===== src/rtl/decoder_3_to_8_if.sv =====
// rtl/decoder_3_to_8_if.sv - select/decode bundle between a requester and the 3-to-8 decoder
//
// Signals:
//   A        [2:0]  binary select, bit 2 = MSB          (master -> slave)
//   En              decode enable, active-high          (master -> slave)
//   Y        [7:0]  registered one-hot decode result    (slave -> master)
//   y_valid         registered copy of En               (slave -> master)
//   y_index  [2:0]  registered copy of A, 0 if disabled (slave -> master)
interface decoder_3_to_8_if;
  logic [2:0] A;
  logic       En;
  logic [7:0] Y;
  logic       y_valid;
  logic [2:0] y_index;

  modport master (
    output A,
    output En,
    input  Y,
    input  y_valid,
    input  y_index
  );

  modport slave (
    input  A,
    input  En,
    output Y,
    output y_valid,
    output y_index
  );
endinterface


===== src/rtl/decoder_3_to_8.sv =====
// rtl/decoder_3_to_8.sv - registered 3-to-8 line decoder with enable
//
// Purpose: turns a 3-bit select into a one-hot 8-bit chip-select word,
// registered so downstream select lines see clean, glitch-free timing.
// One decode per clock, one clock of latency, no input-to-output
// combinational path.
//
// Parameters:
//   OUT_ACTIVE_LOW  0: selected line is 1, others 0
//                   1: selected line is 0, others 1 (also in reset/disabled)
//
// Ports:
//   clk   rising-edge clock
//   rst   asynchronous active-high reset
//   bus   decoder_3_to_8_if.slave (A, En in; Y, y_valid, y_index out)
module decoder_3_to_8 #(
  parameter bit OUT_ACTIVE_LOW = 1'b0
) (
  input  logic              clk,
  input  logic              rst,
  decoder_3_to_8_if.slave   bus
);

  // XOR mask that turns the active-high word into the configured polarity;
  // it is also exactly the "no line selected" word.
  localparam logic [7:0] OFF_WORD = OUT_ACTIVE_LOW ? 8'hFF : 8'h00;

  logic [7:0] hot;

  always_comb begin
    hot = 8'h00;
    if (bus.En) begin
      hot[bus.A] = 1'b1;
    end
  end

  always_ff @(posedge clk or posedge rst) begin
    if (rst) begin
      bus.Y       <= OFF_WORD;
      bus.y_valid <= 1'b0;
      bus.y_index <= 3'd0;
    end else begin
      bus.Y       <= hot ^ OFF_WORD;
      bus.y_valid <= bus.En;
      bus.y_index <= bus.En ? bus.A : 3'd0;
    end
  end

endmodule


===== src/flat_wrapper.sv =====
// flat-port wrapper written by rule: the top's interface ports become plain ports
module decoder_3_to_8_flat 
#(
  parameter bit OUT_ACTIVE_LOW = 1'b0
)
  (clk, rst, bus_A, bus_En, bus_Y, bus_y_valid, bus_y_index);
  decoder_3_to_8_if bus_i ();
  input  logic clk;
  input  logic rst;
  input wire logic [$bits(bus_i.A)-1:0] bus_A;
  input wire logic [$bits(bus_i.En)-1:0] bus_En;
  output wire logic [$bits(bus_i.Y)-1:0] bus_Y;
  output wire logic [$bits(bus_i.y_valid)-1:0] bus_y_valid;
  output wire logic [$bits(bus_i.y_index)-1:0] bus_y_index;
  assign bus_i.A = bus_A;
  assign bus_i.En = bus_En;
  assign bus_Y = bus_i.Y;
  assign bus_y_valid = bus_i.y_valid;
  assign bus_y_index = bus_i.y_index;
  decoder_3_to_8 #(.OUT_ACTIVE_LOW(OUT_ACTIVE_LOW)) u_core (.clk(clk), .rst(rst), .bus(bus_i));
endmodule

===== config.mk =====
export PLATFORM = sky130hd
export DESIGN_NAME = decoder_3_to_8_flat
export DESIGN_NICKNAME = d
export VERILOG_FILES = /design/src/rtl/decoder_3_to_8_if.sv /design/src/rtl/decoder_3_to_8.sv /design/src/flat_wrapper.sv
export SDC_FILE = /design/constraint.sdc
export NUM_CORES = 1
export LEC_CHECK = 0
export BUFFER_PORTS_ARGS = -buffer_cell sky130_fd_sc_hd__buf_2
export CORE_AREA = 2 2 39 41
export CTS_CLUSTER_DIAMETER = 40
export DETAILED_ROUTE_END_ITERATION = 16
export DIE_AREA = 0 0 41 43
export RECOVER_POWER = 25
export SLEW_MARGIN = 20
export SYNTH_ARGS = -nofsm -noshare
export SYNTH_HDL_FRONTEND = slang
export SYNTH_SLANG_ARGS = --single-unit

===== constraint.sdc =====
create_clock -name clk -period 0.8 [get_ports clk]
set_input_delay 0.12 -clock clk [delete_from_list [all_inputs] [get_ports clk]]
set_output_delay 0.12 -clock clk [all_outputs]
set_load 0.1 [all_outputs]

## After elaboration in Yosys (flattened, before gate mapping)

Index checks and enable logic that the tools add are counted.

| storage, ports and cells | value |
|---|---|
| output and inout bits | 12 |
| input bits | 6 |
| flip-flop bits (word level) | 12 |
| word-level logic and storage cells | 10 |

| cells by class | value |
|---|---|
| magnitude comparators | 2 |
| reductions and logical operators | 1 |
| mux-type cells | 4 |

Operators with widths:

| operator | count |
|---|---|
| two-way mux 8 bit | 1 |
| < comparator 3 x 4 -> 1 bit, second input constant | 1 |
| demux 1 bit (select 3 bit) | 1 |
| >= comparator 3 x 1 -> 1 bit, second input constant | 1 |
| two-way mux 3 bit | 1 |
| logical AND 1 bit | 1 |
| two-way mux 1 bit | 1 |

## Depth between registers and ports, before layout

| logic depth | value |
|---|---|
| depth after elaboration | 5 |
| mapped depth | 2 |

## Least setup slack after synthesis

Ideal clock, no wire load.

| timing | value |
|---|---|
| path kind | reg-to-output |
| start | reg u_core.bus.Y[0] |
| end | out bus_Y[0] |
| required time | 680 ps |
| path slack | -203 ps |
| data arrival time | 883 ps |
| cell stages (with the launch flop) | 1 |
| path buffers | 0 |
| cell sequence | dfrtp_1 |

RTL lines:

| element | RTL line | text |
|---|---|---|
| start, declared | decoder_3_to_8_if.sv:27 | `output Y,` |
| start signal, assigned | decoder_3_to_8.sv:43 | `bus.Y <= hot ^ OFF_WORD;` |
| end, declared | flat_wrapper.sv:12 | `output wire logic [$bits(bus_i.Y)-1:0] bus_Y;` |

No word-level cell between the ends.

## Final worst setup path

| timing | value |
|---|---|
| start | reg u_core.bus.y_index[1] |
| end | out bus_y_index[1] |

RTL lines:

| element | RTL line | text |
|---|---|---|
| start, declared | decoder_3_to_8_if.sv:29 | `output y_index` |
| start signal, assigned | decoder_3_to_8.sv:45 | `bus.y_index <= bus.En ? bus.A : 3'd0;` |
| end, declared | flat_wrapper.sv:14 | `output wire logic [$bits(bus_i.y_index)-1:0] bus_y_index;` |

No word-level cell between the ends.

==> reports/metrics.csv <==
stage,metric,value,unit
die,Die H,43,um
setup_path,crit start category,register,
synth,post-synth top area share,71.6,%
power_and_ir_drop,Max VDD drop,0.921,mV
placement,RD Place Congestion,0.673,
synth,Area contributors post-synth,"dfrtp_1 72%, and4bb_1 9.0%, and4b_1 7.2%, and2_1 4.5%, nor4b_2 3.6%",
setup_path,CP Capture Type,output pin,
cts,clock tree from TritonCTS,built,
timing,final setup violation count,12,
die,CORE AREA,0.00138,mm^2
detailed_routing,drt drc,0,
synth,Post-Syn Area,419,um^2
power_and_ir_drop,Pleak,0.336,nW
power_and_ir_drop,Comb power frac,22.0,%
cts,clk slew on worst S/H paths,0.07,ns
setup_path,Crit. Startpoint,u_core.bus.y_index[1],
layout,nets@finish,53,
setup_path,Slowest cell on crit path,dfrtp_2,
layout,multi-input combinational cell area,110,um^2
timing,worst-margin pin slew,0.350,ns
synth,"area leader, netlist",dfrtp_1,
timing,RSZ-0062 raised after global routing,true,
power_and_ir_drop,Power Internal,0.00101,W
synth,Cell variety after synth,8,
cts,"Setup Fix Bufs, Post-CTS",0,
die,FP Rows,14,
synth,Synth top cells by count,"12 x dfrtp_1, 3 x and2_1, 3 x and4b_1, 3 x and4bb_1",
global_route,initial antenna violation count,0,
synth,post-synthesis sequential area ratio,71.6,%
global_route,largest net degree at the start of global routing,13,
power_and_ir_drop,switching pwr,0.000397,W
layout,fillcell total,106,
detailed_routing,antenna-violating nets left,0,
placement,Port Buffer Count,17,
setup_path,CP max stage delay,0.42,ns
cts,CTS H-tree depth,1,
layout,ANT cells,0,
timing,Final Hold Viols,0,
cts,clk buf depth,2,
die,Die Wd,41,um
timing,Tmin final,0.971,ns
die,# IOs,18,
outcome,status,"complete, but fails checks",
detailed_routing,drt initial violations,3,
global_route,number of global-route vias before repair,211,
synth,"Top FF cell, synth",dfrtp_1,
die,starting density of the core,30.3,%
power_and_ir_drop,switching part of the total power,28.1,%
layout,layout cells sized above 1,73.9,%
run,MaxCap Viol Count,0,
synth,Synth async-reset ratio,100,%
placement,DP Worst Slack,0.113,ns
power_and_ir_drop,Pwr Total,0.00141,W
synth,post-synthesis instance total,25,
synth,most frequent cell after synthesis,dfrtp_1,
setup_path,crit path DAT,0.85,ns
cts,clock sinks,12,
detailed_routing,DR WL/cell,10.7,um
timing,Slew Limit Headroom,76.7,%
global_route,grt total ovfl,0,
outcome,violated checks,negative setup slack,
synth,Post-synth EDFFs,0,
die,Die Area,0.00176,mm^2
timing,Tcrit/Tclk final,121,%
timing,fmax,1030,MHz
detailed_routing,final wirelength,664,um
worst_hold_path,Hold Crit Class,input pin to register,
detailed_routing,First-pass DRT Iterations,4,
worst_hold_path,Min-Delay Startpoint,bus_A[0],
global_route,wire length of the first global-routing pass,1040,um
synth,synthesis-stage register bit count,12,
synth,Post-Syn Nets,31,
detailed_routing,drt via density,4.26,
power_and_ir_drop,Seq pwr share,45.9,%
timing,"Slew Viols, Final",0,
setup_path,CP Data Required Time,0.68,ns
timing,WHS,0.104,ns
setup_path,Worst Path Buf+Inv,1,
synth,average cell area after synthesis,16.8,um^2
cts,Root Driver,clkbuf_4,
layout,Area Overhead vs Synth,82.1,%
setup_path,CP Max Fanout,1,
power_and_ir_drop,Pwr Density,1850,mW/mm^2
setup_path,worst-path cell chain,buf_12,
layout,FF/Latch Area,315,um^2
setup_path,kind of critical path,register to output pin,
global_route,gr usage total,10.0,%
detailed_routing,DR vias,264,
power_and_ir_drop,Clk pwr share,32.2,%
synth,synth warn,0,
cts,cts bufs inserted,3,
timing,Setup WS post-layout,-0.171,ns
setup_path,Crit path max-delay family,flip-flops,
## placed cells by master (no fill, tap or decap)
master / count
dfrtp_2: 12
buf_12: 12
clkbuf_4: 3
clkbuf_1: 1
clkinvlp_4: 1
buf_2: 4
and2_0: 3
dlygate4sd3_1: 1
and4bb_1: 3
nor4b_2: 1
clkbuf_8: 1
and4_1: 1
and4b_1: 3
## path summary, 6_finish.rpt
path | endpoint | slack (ns) | cells past startpoint
setup / recovery | bus_y_index[1] | -0.17 | 1
hold / removal | u_core.bus.Y[0] | 0.10 | 2
max in group asynchronous | u_core.bus.y_valid | 0.27 | 3
min in group asynchronous | u_core.bus.Y[2] | 0.33 | 3
## state kept, by name (all words and copies together), names as in the netlist
name,cells
u_core.bus.Y,8
u_core.bus.y_valid,1
u_core.bus.y_index,3
## kinds of logic (layout without fill, tap and decap cells)
group         Yosys count  in the layout  share of synthesized area (%)
flops                  12             12                           71.6
simple gates           11             11                           26.3
buf+inv                 2             23                           2.09
## layer usage
layer  vias up  GRT usage [%]  share of wire [%]
met2        18           11.6                 49
met4         0           14.0                3.5
met5         -              0                  0
met1       111           11.7                 39
met3         4           3.14                7.8
li1        131              -                  -
## power by group through the flow
stage / logic, W / clock network (W) / registers [W]
6_report: 0.000310 / 0.000454 / 0.000647
5_1_grt: 0.000323 / 0.000508 / 0.000648
4_1_cts: 0.000311 / 0.000469 / 0.000648
3_5_place_dp: 0.000307 / 0 / 0.000660
3_3_place_gp: 0.000304 / 0 / 0.000659
2_1_floorplan: 0.0000333 / 0 / 0.000802
## layout make-up
| cell class | instances | share of cell area, % |
|---|---|---|
| Sequential cell | 12 | 41.3 |
| Tap cell | 16 | 2.62 |
| Multi-Input combinational cell | 11 | 14.4 |
| Timing Repair Buffer | 18 | 35.9 |
| Inverter | 1 | 0.984 |
| Clock buffer | 4 | 4.75 |
## through the flow
stage / TNS [ns] / instance area [um^2] / utilization (%) / cells
finish: -1.96 / 763 / 55.2 / 62
global route: -2.33 / 763 / 55.2 / 62
CTS: -2.11 / 761 / 55.0 / 62
detailed placement: 0 / 714 / 51.6 / 57
global placement: 0 / 714 / 51.6 / 57
floorplan: 0 / 434 / - / 25
## what timing repair did
item                                    CTS  global route
hold endpoints to repair                 12             0
hold buffers                              1             0
endpoints found under the setup margin   12            24
cloned                                    0             0
resized for setup                         0             1
No activity file was read; power rests on OpenSTA's default activity.
